--- config.mk ---
export PLATFORM = sky130hd
export DESIGN_NAME = imm_ctrl
export DESIGN_NICKNAME = d
export VERILOG_FILES = /design/src/rtl/imm_ctrl.sv
export SDC_FILE = /design/constraint.sdc
export NUM_CORES = 1
export LEC_CHECK = 0
export ABC_AREA = 1
export BUFFER_PORTS_ARGS = -buffer_cell sky130_fd_sc_hd__buf_2
export CORE_MARGIN = 2
export CORE_UTILIZATION = 43
export CTS_CLUSTER_DIAMETER = 30
export DETAILED_ROUTE_END_ITERATION = 8
export PLACE_DENSITY = 0.62
export SLEW_MARGIN = 20
export SYNTH_ARGS = -nofsm -noshare
export SYNTH_HDL_FRONTEND = slang
export SYNTH_SLANG_ARGS = --single-unit
--- constraint.sdc ---
create_clock -name clk -period 1.9 [get_ports clk]
set_input_delay 0.38 -clock clk [delete_from_list [all_inputs] [get_ports clk]]
set_output_delay 0.38 -clock clk [all_outputs]
set_load 0.1 [all_outputs]
--- src/rtl/imm_ctrl.sv ---
// Immediate-path decode stage: classifies the opcode, builds the RV32I immediate, and registers it with a skid entry.
// Latency: 1 cycle from accept to out_valid. Throughput is 1 per cycle while out_ready=1.
// Backpressure: a main entry and a skid entry; in_ready is a flop (high = skid empty), so no combinational ready path exists.
module imm_ctrl #(
  parameter int REG_LEN = 32
) (
  input  logic               clk,
  input  logic               rst_n,
  input  logic               flush,
  input  logic               in_valid,
  output logic               in_ready,
  input  logic [31:0]        in_instr,
  input  logic [REG_LEN-1:0] in_pc,
  output logic               out_valid,
  input  logic               out_ready,
  output logic [REG_LEN-1:0] out_imm,
  output logic [2:0]         out_imm_type,
  output logic [REG_LEN-1:0] out_pc,
  output logic [31:0]        out_instr,
  output logic               out_illegal
);

  localparam logic [2:0] IMM_NONE = 3'd0;
  localparam logic [2:0] IMM_J    = 3'd1;
  localparam logic [2:0] IMM_U    = 3'd2;
  localparam logic [2:0] IMM_B    = 3'd3;
  localparam logic [2:0] IMM_S    = 3'd4;
  localparam logic [2:0] IMM_I    = 3'd5;

  typedef struct packed {
    logic [REG_LEN-1:0] imm;
    logic [2:0]         imm_type;
    logic [REG_LEN-1:0] pc;
    logic [31:0]        instr;
    logic               illegal;
  } entry_t;

  logic   [6:0]         opcode;
  logic   [REG_LEN-1:0] imm_i, imm_s, imm_b, imm_u, imm_j;
  entry_t               dec;
  entry_t               main_q, skid_q;
  logic                 main_valid;
  logic                 accept, retire;

  assign opcode = in_instr[6:0];

  // Sign extension comes from casting a signed operand up to REG_LEN.
  assign imm_i = REG_LEN'($signed(in_instr[31:20]));
  assign imm_s = REG_LEN'($signed({in_instr[31:25], in_instr[11:7]}));
  assign imm_b = REG_LEN'($signed({in_instr[31], in_instr[7], in_instr[30:25], in_instr[11:8], 1'b0}));
  assign imm_u = REG_LEN'($signed({in_instr[31:12], 12'b0}));
  assign imm_j = REG_LEN'($signed({in_instr[31], in_instr[19:12], in_instr[20], in_instr[30:21], 1'b0}));

  // Classify the opcode and select the matching candidate immediate.
  always_comb begin
    dec          = '0;
    dec.pc       = in_pc;
    dec.instr    = in_instr;
    dec.imm_type = IMM_NONE;
    dec.imm      = '0;
    dec.illegal  = 1'b0;
    case (opcode)
      7'b0110111, 7'b0010111: begin
        dec.imm_type = IMM_U;
        dec.imm      = imm_u;
      end
      7'b1101111: begin
        dec.imm_type = IMM_J;
        dec.imm      = imm_j;
      end
      7'b1100111, 7'b0000011, 7'b0010011, 7'b1110011, 7'b0001111: begin
        dec.imm_type = IMM_I;
        dec.imm      = imm_i;
      end
      7'b1100011: begin
        dec.imm_type = IMM_B;
        dec.imm      = imm_b;
      end
      7'b0100011: begin
        dec.imm_type = IMM_S;
        dec.imm      = imm_s;
      end
      7'b0110011: begin
        dec.imm_type = IMM_NONE;
      end
      default: begin
        dec.illegal = 1'b1;
      end
    endcase
  end

  // in_ready doubles as the "skid empty" flag, so accept never sees a full skid.
  assign accept = in_valid & in_ready;
  assign retire = main_valid & out_ready;

  // Main/skid entry update; flush beats any simultaneous accept or retire.
  always_ff @(posedge clk or negedge rst_n) begin
    if (!rst_n) begin
      main_valid <= 1'b0;
      in_ready   <= 1'b1;
      main_q     <= '0;
      skid_q     <= '0;
    end else if (flush) begin
      main_valid <= 1'b0;
      in_ready   <= 1'b1;
    end else if (!main_valid || (retire && in_ready)) begin
      main_valid <= accept;
      if (accept) begin
        main_q <= dec;
      end
    end else if (retire) begin
      // Skid is full here, so in_ready was low and nothing can be accepted.
      main_q   <= skid_q;
      in_ready <= 1'b1;
    end else if (accept) begin
      skid_q   <= dec;
      in_ready <= 1'b0;
    end
  end

  assign out_valid    = main_valid;
  assign out_imm      = main_q.imm;
  assign out_imm_type = main_q.imm_type;
  assign out_pc       = main_q.pc;
  assign out_instr    = main_q.instr;
  assign out_illegal  = main_q.illegal;

endmodule

# [Word level (Yosys, flattened, before mapping)]
# Cells that the tools add are included.
[op_classes] n_eq_ne=13 muxes=12 bitwise=5 reduce_logical=12
[ops] operator="two-way mux 100 bit" n=3
[ops] operator="one-hot mux 32 bit (5 select lines)" n=1
[ops] operator="equality test 7 bit, second input constant" n=4
[ops] operator="equality test 7 x 6 -> 1 bit, second input constant" n=3
[ops] operator="one-hot mux 3 bit (5 select lines)" n=1
[ops] operator="equality test 7 x 5 -> 1 bit, second input constant" n=2
[ops] operator="OR reduction 11 bit" n=1
[ops] operator="equality test 7 x 2 -> 1 bit, second input constant" n=1
[ops] operator="equality test 7 x 4 -> 1 bit, second input constant" n=1
[ops] operator="two-way mux 1 bit" n=7
[ops] operator="OR reduction 5 bit" n=1
[ops] operator="inequality test 2 bit, second input constant" n=2
[ops] operator="AND reduction 4 bit" n=1
[ops] operator="nonzero test 2 bit" n=2
[ops] operator="inverter 1 bit" n=3
[ops] operator="AND reduction 3 bit" n=1
[ops] operator="nonzero test 3 bit" n=1
[ops] operator="bitwise AND 1 bit" n=2
[ops] operator="AND reduction 2 bit" n=1
[ops] operator="OR reduction 2 bit" n=1
[ops] operator="logical AND 1 bit" n=1
[ops] operator="logical NOT 1 bit" n=1
[ops] operator="logical OR 1 bit" n=1
[word_totals] regBits=202 inputBits=69 out_inout_bits=102 wordCells=54

# [Logic depth before layout (Yosys ltp)]
# Gate-level depths: netlist (run 1).
[depth] word_depth=5 mapped_depth=12 mapped_depth_nobuf=11

# [Worst setup path before layout (run 1)]
# Ideal clock, no wire load.
[synth_path] path_kind="flip-flop to flip-flop" startpoint="reg main_valid (netlist: out_valid)" endpoint="reg main_q (netlist bit out_illegal)" setup_ns=0.120 arrival_time_ns=2.191 required_time_ns=1.780 slack_ns=-0.411 stages_incl_launch_ff=12 path_buffers=2 synth_period_minus_slack_ns=2.311 path_cell_list="dfrtp_1 -> inv_2 -> nor2_2 -> nor2_2 -> nand2_1 -> inv_2 -> nor3_4 -> inv_2 -> buf_2 -> buf_1 -> nand2_1 -> nand2_1"
[synth_via] elab_chain_len=5 elab_cells_between_ends=8 classes_between="eq/ne (1); mux (1); bitwise (1); reduce/logical (5)"
[synth_rtl] element="start: declaration" line_no="42" source="logic main_valid;"
[synth_rtl] element="start signal: assignment" line_no="107" source="main_valid <= accept;"
[synth_rtl] element="bitwise AND 1 bit" line_no="94" source="assign retire = main_valid & out_ready;"
[synth_rtl] element="logical AND 1 bit" line_no="106" source="end else if (!main_valid || (retire && in_ready)) begin"
[synth_rtl] element="logical OR 1 bit" line_no="106"
[synth_rtl] element="inequality test 2 bit (no line) / nonzero test 2 bit (equally long branches)"
[synth_rtl] element="AND reduction 3 bit (no line)"
[synth_rtl] element="end signal: assignment" line_no="113" source="main_q <= skid_q;"
[synth_rtl] element="end: declaration" line_no="41" source="entry_t main_q, skid_q;"
# Several ways; a longest one is shown, not always the timed one.
# A chain may end at the register's enable or synchronous reset.

# [Final worst setup path (run 1)]
[layout_path] startpoint="reg in_ready" endpoint="out in_ready"
[layout_lines] element="start: declaration" line_no="11" source="output logic in_ready,"
[layout_lines] element="start signal: assignment" line_no="100" source="in_ready <= 1'b1;"
[layout_lines] element="start signal: assignment" line_no="105" source="in_ready <= 1'b1;"
[layout_lines] element="start signal: assignment" line_no="114" source="in_ready <= 1'b1;"
# No word-level cell between the ends.

==> flow_metrics.py, run 1 <==
metrics = {
    "global_route": {
        "grt_antenna_before_repair": 0,
        "gr-usage-all-layers_pct": 22.2,
        "grt_pass1_wl_um": 39200,
        "grt_pass1_vias": 7665,
        "grt_remaining_overflow": 0,
        "grt_max_degree": 68,
    },
    "sta": {
        "hold_viol_final": 0,
        "rsz0062_at_grt": "yes",
        "min_period_over_period_pct": 95.6,
        "skew_ns": 0.0135,
        "fmax_mhz": 550,
        "finalCriticalPeriod_ns": 1.82,
        "finalSetupViolCount": 0,
        "max_slew_margin_pct": 63.2,
        "timing.final.max_slew_violations": 0,
        "tightest_slew_ns": 0.552,
        "whs_ns": 0.0770,
    },
    "detailed_routing": {
        "via_per_inst": 4.99,
        "drc": 0,
        "drt_wl_total_um": 23300,
        "wire_per_inst_um": 14.8,
        "drtAntennaViolNets": 0,
        "firstDrtPassIters": 5,
        "dr_total_vias": 7845,
        "drtIter0Drc": 457,
    },
    "worst_setup_path": {
        "worstReg2RegEnd": "out_pc[0]",
        "cp-startpoint": "in_ready",
        "r2r-start": "in_ready",
        "crit_arrival_ns": 1.44,
        "setup.worst_path.end": "in_ready",
        "worstPathMaxFanout": 4,
        "setup.worst_path.class": "register to output port",
        "cp.depth": 1,
        "worst-path-buf-inv": 1,
        "cp_slowest_cell": "dfstp_4",
        "cp_slowest_stage_delay_ns": 0.63,
        "critPathTopFamily": "flip-flops",
        "start_kind": "register",
        "required_ns": 1.52,
        "crit_chain": "buf_4",
        "ff2ff_setup_slack_ns": 0.11,
        "rr_worst_depth": 8,
        "critPathCaptureType": "output port",
    },
    "synth": {
        "synth_top_cell_by_area": "dfrtp_1",
        "synth-async-reset-ratio_pct": 100,
        "synth_seq_cells": 202,
        "yosysSeqAreaShare_pct": 57.6,
        "synth_warnings": 0,
        "synth_fp_nets": 1158,
        "synth_edf_count": 0,
        "netlist.area_leader.share_pct": 57.3,
        "netlist_area_sq_um": 8780,
        "synth_cells": 1089,
        "synth.area.top_cells": "dfrtp_1 (57%), nand2_1 (20%), nor2_1 (6.7%)",
        "ys_types": 20,
        "synth.avg_cell_area_sq_um": 8.06,
        "synth_top_flop_cell": "dfrtp_1",
    },
    "pwr": {
        "seq_power_share_pct": 31.7,
        "power_leakage_nw": 6.03,
        "combPwrFrac_pct": 29.3,
        "swShare_pct": 39.0,
        "p_clk_share_pct": 39.0,
        "intPower_w": 0.0114,
        "switchingPower_w": 0.00729,
        "powerDensity_nw_per_um2": 1600,
        "vdd_drop_max_uv": 884,
    },
    "layout": {
        "nets": 1340,
        "final_area_sq_um": 11700,
        "area_growth_pct": 32.8,
        "layout-drive-gt1-share_pct": 21.9,
        "diodes": 0,
    },
    "clock_network": {
        "clockRootBuffer": "clkbuf_16",
        "worstSkewPairLatency_ns": 0.51,
        "ctsHtreeMaxLevel": 2,
        "clk_pin_slew_ns": 0.05,
        "clock-sinks": 202,
        "numCtsBuffers": 45,
        "cts.path.max_buffers": 3,
        "cts_tree": "yes",
    },
    "floorplan": {
        "ios": 171,
        "core_sq_um": 20100,
        "die_area_sq_um": 21600,
        "initial_utilization_pct": 43.7,
        "dieWidth_um": 147,
        "die_y_um": 147,
        "row_count": 52,
    },
    "run_status": {
        "status": "completed",
    },
    "placement": {
        "routabilityCongestion": 0.842,
        "placed_area_sq_um": 10200,
        "portBuffers": 170,
        "detailed_place_hpwl_um": 14700,
    },
    "flow_run": {
        "drv_cap": 0,
    },
    "min_path": {
        "hold_class": "input port to register",
    },
}
## timing repair
item,4_1_cts,5_1_grt
endpoints found under the setup margin,1,35
buffers inserted,0,0
gates resized for setup,1,2
hold buffers,1,0
hold endpoints to repair,52,0
## cell type report
cell class	instances	area, sq um
timing repair buffer	202	1350
inverter	22	87.6
clock buffer	63	1310
sequential	202	5060
multi-input combinational	798	3370
tap	270	338
clock inverter	14	138
fill	1832	8450
## metrics by stage
step           utilization [%]  total power [W]  cells  setup WS (ns)  setup TNS (ns)
6_report                  58.0           0.0187   1571         0.0834               0
5_1_grt                   58.0           0.0195   1571       -0.00358        -0.00360
4_1_cts                   57.9           0.0188   1571         0.0398               0
3_5_place_dp              50.7           0.0114   1493         0.0676               0
3_3_place_gp              50.7           0.0114   1493          0.122               0
2_1_floorplan                -           0.0103   1089     -0.0000581       -0.000290
## worst min-delay path by stage
stage,startpoint,depth (start not counted),endpoint
finish,in_pc[23],3,skid_q[56]
global route,in_pc[22],3,skid_q[55]
CTS,in_pc[22],3,skid_q[55]
detailed placement,rst_n,1,out_instr[12]
global placement,rst_n,1,out_instr[12]
floorplan,rst_n,0,out_illegal
## power groups by stage
stage	Combinational [W]	Clock, W	Sequential, W
4_1_cts	0.00551	0.00740	0.00592
2_1_floorplan	0.00124	0	0.00904
3_5_place_dp	0.00549	0	0.00596
3_3_place_gp	0.00544	0	0.00595
5_1_grt	0.00582	0.00763	0.00604
6_report	0.00547	0.00729	0.00592
## layer usage
metal / routed length, um / up-vias / share of wire, % / track usage [%]
li1: - / 3869 / - / -
met1: 10600 / 3731 / 46 / 30.7
met2: 10700 / 208 / 46 / 34.8
met3: 1540 / 37 / 6.6 / 5.53
met4: 469 / 0 / 2.0 / 7.14
met5: 0 / - / 0 / 0
## registers in the layout, summed over array words and instances, names as in the netlist
name	flops
out_pc	32
out_illegal	1
in_ready	1
out_instr	32
out_imm_type	3
out_imm	32
out_valid	1
skid_q	100
## cells in the mapped netlist, drive strengths merged (2+ instances only)
cell type	count
clkbuf	35
o21ai	22
nand3	39
nand4	2
buf	32
nor2	160
nor3	2
inv	22
a21oi	19
dfrtp	201
a31oi	89
nand2	464
## cells in the final DEF (no fill, tap or decap), types with 16 or more instances in the layout
cell,n
dfrtp_1,200
nor2_1,157
nand3_1,39
inv_1,16
buf_12,19
buf_2,168
a21oi_1,19
o21ai_0,19
a31oi_1,89
clkbuf_16,45
nand2_1,463
## cells by family after synthesis
family,count (synthesis),share of synthesized area [%]
flip-flops,202,57.6
buffers and inverters,89,4.26
AND/OR/NAND/NOR,667,29.4
AO/OA/AOI/OAI,131,8.75
Power figures use the tool's default switching activity.
==> inputs of run 2 (changes only) <==
==> constraint.sdc (replaced) <==
create_clock -name clk -period 1.9 [get_ports clk]
set_input_delay 0.38 -clock clk [delete_from_list [all_inputs] [get_ports clk]]
set_output_delay 0.38 -clock clk [all_outputs]
set_load 0.01 [all_outputs]
==> flow_metrics.py, run 2 (synthesis results as in run 1) <==
metrics = {
    "run_status": {
        "status": "completed",
    },
    "clock_network": {
        "cts.path.max_buffers": 3,
        "clock-sinks": 202,
        "clk_pin_slew_ns": 0.05,
        "worstSkewPairLatency_ns": 0.52,
        "ctsHtreeMaxLevel": 2,
        "numCtsBuffers": 45,
        "clockRootBuffer": "clkbuf_16",
        "cts_tree": "yes",
    },
    "pwr": {
        "switchingPower_w": 0.00442,
        "power_leakage_nw": 6.13,
        "combPwrFrac_pct": 14.8,
        "seq_power_share_pct": 35.8,
        "total_power_w": 0.0165,
        "swShare_pct": 26.8,
        "powerDensity_nw_per_um2": 1400,
        "vdd_drop_max_uv": 759,
        "intPower_w": 0.0121,
        "p_clk_share_pct": 49.4,
    },
    "detailed_routing": {
        "dr_total_vias": 7871,
        "firstDrtPassIters": 5,
        "drtIter0Drc": 555,
        "drc": 0,
        "drtAntennaViolNets": 0,
        "wire_per_inst_um": 15.0,
        "drt_wl_total_um": 23800,
        "via_per_inst": 4.98,
    },
    "global_route": {
        "grt_pass1_vias": 7754,
        "grt_max_degree": 85,
        "grt_pass1_wl_um": 39900,
        "grt_antenna_before_repair": 0,
        "grt_remaining_overflow": 0,
        "gr-usage-all-layers_pct": 22.7,
    },
    "floorplan": {
        "row_count": 52,
        "initial_utilization_pct": 43.7,
        "dieWidth_um": 147,
        "die_y_um": 147,
        "die_area_sq_um": 21600,
        "core_sq_um": 20100,
        "ios": 171,
    },
    "sta": {
        "min_period_over_period_pct": 91.7,
        "fmax_mhz": 574,
        "max_slew_margin_pct": 57.6,
        "hold_viol_final": 0,
        "finalCriticalPeriod_ns": 1.74,
        "timing.final.max_slew_violations": 0,
        "finalSetupViolCount": 0,
        "skew_ns": 0.0104,
        "tns_ns": 0,
        "rsz0062_at_grt": "no",
        "tightest_slew_ns": 0.636,
    },
    "layout": {
        "final_common_cell": "nand2_1",
        "final_area_sq_um": 11800,
        "area_growth_pct": 34.3,
        "diodes": 0,
        "fillCellCount": 1813,
        "largest_register": "skid_q",
        "most-common-layout-cells": "nand2_1 (463), dfrtp_1 (201), buf_2 (169)",
        "nets": 1343,
        "ff_latch_area_sq_um": 5060,
        "layout-drive-gt1-share_pct": 22.7,
        "fin_util_pct": 58.6,
        "multi_input_area_sq_um": 3360,
        "largest_register_ffs": 100,
    },
    "worst_setup_path": {
        "crit_arrival_ns": 2.11,
        "setup.worst_path.class": "register to register",
        "start_kind": "register",
        "required_ns": 2.27,
        "worstPathMaxFanout": 81,
        "critPathCaptureType": "register",
    },
    "placement": {
        "placed_area_sq_um": 10100,
        "routabilityCongestion": 0.803,
        "detailed_place_hpwl_um": 15000,
        "portBuffers": 170,
    },
    "min_path": {
        "hold_class": "input port to register",
    },
    "flow_run": {
        "drv_cap": 0,
    },
}
-- run 2: cell types whose count changed in the layout (fill, tap and decap cells not counted), sizes merged --
cell | before | now
inv | 22 | 23
clkinv | 5 | 12
bufinv | 2 | 6
buf | 200 | 202
clkbuf | 64 | 61
clkinvlp | 7 | 5
-- run 2: metrics by stage --
step           hold slack (ns)  std cells  worst slack [ns]
2_1_floorplan           0.0844       1089             0.126
3_3_place_gp             0.360       1496           0.00237
3_5_place_dp             0.354       1496           -0.0564
4_1_cts                 0.0532       1580            0.0898
5_1_grt                 0.0673       1580            0.0179
6_report                0.0637       1580             0.157
-- run 2: power groups by stage --
stage / registers (W) / logic (W) / clock network [W]
2_1_floorplan: 0.00607 / 0.00123 / 0
3_3_place_gp: 0.00593 / 0.00240 / 0
3_5_place_dp: 0.00595 / 0.00246 / 0
4_1_cts: 0.00591 / 0.00248 / 0.00827
5_1_grt: 0.00604 / 0.00278 / 0.00852
6_report: 0.00590 / 0.00244 / 0.00816
-- run 2: path summary, 6_finish.rpt --
path / to / from / slack, ns / cells past startpoint
setup / recovery: skid_q[0] / in_ready / 0.16 / 6
hold / removal: skid_q[46] / in_pc[13] / 0.06 / 3
setup reg to reg: skid_q[0] / in_ready / 0.16 / 6
hold reg to reg: out_imm[22] / out_imm[22] / 0.47 / 2
max in group asynchronous: in_ready / rst_n / 0.90 / 3
min in group asynchronous: skid_q[14] / rst_n / 0.38 / 2
-- run 2: per-layer routing --
layer / GRT usage [%] / part of all wire, %
met1: 30.9 / 45
met2: 36.0 / 46
met3: 6.06 / 7.5
met4: 6.31 / 1.8
met5: 0 / 0
-- run 2: repair_timing --
| item | in CTS | in global routing |
|---|---|---|
| setup endpoints to repair | 9 | 22 |
| setup buffers | 0 | 0 |
| pin swaps | 0 | 0 |
| resized for setup | 1 | 3 |
| hold endpoints to repair | 41 | 0 |
| hold buffers | 1 | 0 |
-- run 2: final cells by class --
cell class / instances / area share [%]
clock buffers: 59 / 11.3
clock inverters: 24 / 2.53
inverters: 22 / 0.722
flip-flops and latches: 202 / 42.9
multi-input cells: 798 / 28.5
well taps: 270 / 2.87
repair buffers: 205 / 11.1
-- run 2: critical path: stages (launching register included) --
cell     delay, ns
dfstp_2       0.55
nor2_2        0.06
nor2_4        0.11
nor2_1        0.08
nand2_4       0.07
buf_6         0.52
o21ai_0       0.18
==> inputs of run 3 (changes only) <==
==> constraint.sdc (replaced) <==
create_clock -name clk -period 2.2 [get_ports clk]
set_input_delay 0.44 -clock clk [delete_from_list [all_inputs] [get_ports clk]]
set_output_delay 0.44 -clock clk [all_outputs]
set_load 0.01 [all_outputs]
==> flow_metrics.py, run 3 (synthesis results as in run 1) <==
metrics = {
    "run_status": {
        "status": "completed",
    },
    "floorplan": {
        "dieWidth_um": 147,
        "core_sq_um": 20100,
        "initial_utilization_pct": 43.7,
        "die_area_sq_um": 21600,
        "row_count": 52,
        "ios": 171,
        "die_y_um": 147,
    },
    "detailed_routing": {
        "drtAntennaViolNets": 0,
        "firstDrtPassIters": 4,
        "dr_total_vias": 7833,
        "drt_wl_total_um": 23600,
        "via_per_inst": 4.97,
        "drtIter0Drc": 421,
        "drc": 0,
        "wire_per_inst_um": 15.0,
    },
    "clock_network": {
        "cts_tree": "yes",
        "cts.path.max_buffers": 3,
        "clock-sinks": 202,
        "clockRootBuffer": "clkbuf_16",
        "ctsHtreeMaxLevel": 2,
        "postCtsSetupRepairBufs": 0,
        "numCtsBuffers": 46,
        "clk_pin_slew_ns": 0.05,
        "worstSkewPairLatency_ns": 0.51,
    },
    "sta": {
        "finalSetupViolCount": 0,
        "timing.final.max_slew_violations": 0,
        "skew_ns": 0.0148,
        "finalCriticalPeriod_ns": 1.97,
        "layout_setup_ws_ns": 0.229,
        "tightest_slew_ns": 0.876,
        "min_period_over_period_pct": 89.6,
        "tns_ns": 0,
        "hold_viol_final": 0,
        "rsz0062_at_grt": "no",
        "max_slew_margin_pct": 41.6,
        "fmax_mhz": 507,
    },
    "pwr": {
        "switchingPower_w": 0.00384,
        "swShare_pct": 27.5,
        "seq_power_share_pct": 36.5,
        "intPower_w": 0.0101,
        "p_clk_share_pct": 48.6,
        "combPwrFrac_pct": 14.9,
        "vdd_drop_max_uv": 670,
        "power_leakage_nw": 6.04,
        "powerDensity_nw_per_um2": 1200,
    },
    "global_route": {
        "grt_pass1_vias": 7672,
        "grt_remaining_overflow": 0,
        "grt_antenna_before_repair": 0,
        "grt_pass1_wl_um": 39200,
        "grt_max_degree": 82,
        "gr-usage-all-layers_pct": 22.3,
    },
    "worst_setup_path": {
        "required_ns": 2.56,
        "worstReg2RegEnd": "skid_q[99]",
        "setup.worst_path.class": "register to register",
        "crit_arrival_ns": 2.33,
        "r2r-start": "in_ready",
        "rr_worst_depth": 6,
        "ff2ff_setup_slack_ns": 0.23,
        "start_kind": "register",
        "critPathCaptureType": "register",
        "worstPathMaxFanout": 81,
    },
    "min_path": {
        "min_path_cells": 3,
        "hold_class": "input port to register",
        "worstHoldStart": "in_pc[13]",
        "holdPathEnd": "skid_q[46]",
    },
    "placement": {
        "pre_cts_ws_ns": 0.201,
        "routabilityCongestion": 0.813,
        "detailed_place_hpwl_um": 14700,
        "portBuffers": 170,
    },
    "layout": {
        "nets": 1338,
        "most-common-layout-cells": "nand2_1 (463), dfrtp_1 (201), buf_2 (169)",
        "area_growth_pct": 32.6,
        "diodes": 0,
        "largest_register": "skid_q",
        "layout-drive-gt1-share_pct": 22.2,
        "final_common_cell": "nand2_1",
        "fillCellCount": 1842,
        "multi_input_area_sq_um": 3360,
        "largest_register_ffs": 100,
        "ff_latch_area_sq_um": 5060,
    },
    "flow_run": {
        "drv_cap": 0,
    },
}
[run 3: cell count changes in the layout (fill, tap and decap cells not counted), sizes merged]
cell,before,now
buf,202,197
bufinv,6,5
clkbuf,61,57
clkinv,12,11
clkinvlp,5,8
inv,23,26
[run 3: worst max-delay path, stage by stage (launching register included)]
cell and delay [ns]:
dfstp_2 0.55, nor2_2 0.07, nor2_4 0.12, nor2_1 0.08, nand2_4 0.07, buf_4 0.68, o21ai_0 0.21
[run 3: repair_timing]
item                                   CTS  global route
endpoints found under the hold margin   42             0
hold buffers                             1             0
resized for setup                        0             0
[run 3: layout make-up]
| type | instances | share of cell area [%] |
|---|---|---|
| Multi-Input combinational cell | 798 | 28.9 |
| Timing Repair Buffer | 199 | 10.6 |
| Clock buffer | 56 | 10.8 |
| Clock inverter | 28 | 2.68 |
| Tap cell | 270 | 2.90 |
| Sequential cell | 202 | 43.4 |
| Inverter | 22 | 0.731 |
[run 3: how the worst max path moves through the flow]
stage                       end  cells past startpoint       from  slack, ns
detailed placement   skid_q[99]                      7  out_ready       0.20
finish               skid_q[99]                      6   in_ready       0.23
floorplan           out_illegal                     10   in_ready       0.43
CTS                  skid_q[99]                      6   in_ready       0.21
global route         skid_q[32]                      6   in_ready       0.08
global placement     skid_q[99]                      7  out_ready       0.24
[run 3: metal layers]
layer / up-vias / GRT usage (%) / wire, um
li1: 3873 / - / -
met1: 3714 / 31.5 / 10900
met2: 221 / 34.6 / 10500
met3: 25 / 5.68 / 1860
met4: 0 / 6.07 / 298
met5: - / 0 / 0
[run 3: per-stage QoR]
step | hold slack (ns) | total power (W) | cells | instance area [sq um] | utilization [%]
final | 0.143 | 0.0140 | 1575 | 11600 | 57.9
after global routing | 0.145 | 0.0147 | 1575 | 11600 | 57.9
after CTS | 0.123 | 0.0141 | 1575 | 11600 | 57.9
after detailed placement | 0.437 | 0.00725 | 1490 | 10100 | 50.0
after global placement | 0.437 | 0.00718 | 1490 | 10100 | 50.0
after floorplan | 0.144 | 0.00630 | 1089 | 8780 | -
[run 3: power groups by stage]
stage,sequential (W),combinational [W],clock (W)
6_report,0.00510,0.00208,0.00680
3_3_place_gp,0.00512,0.00206,0
5_1_grt,0.00522,0.00237,0.00713
3_5_place_dp,0.00514,0.00211,0
2_1_floorplan,0.00524,0.00106,0
4_1_cts,0.00510,0.00212,0.00691
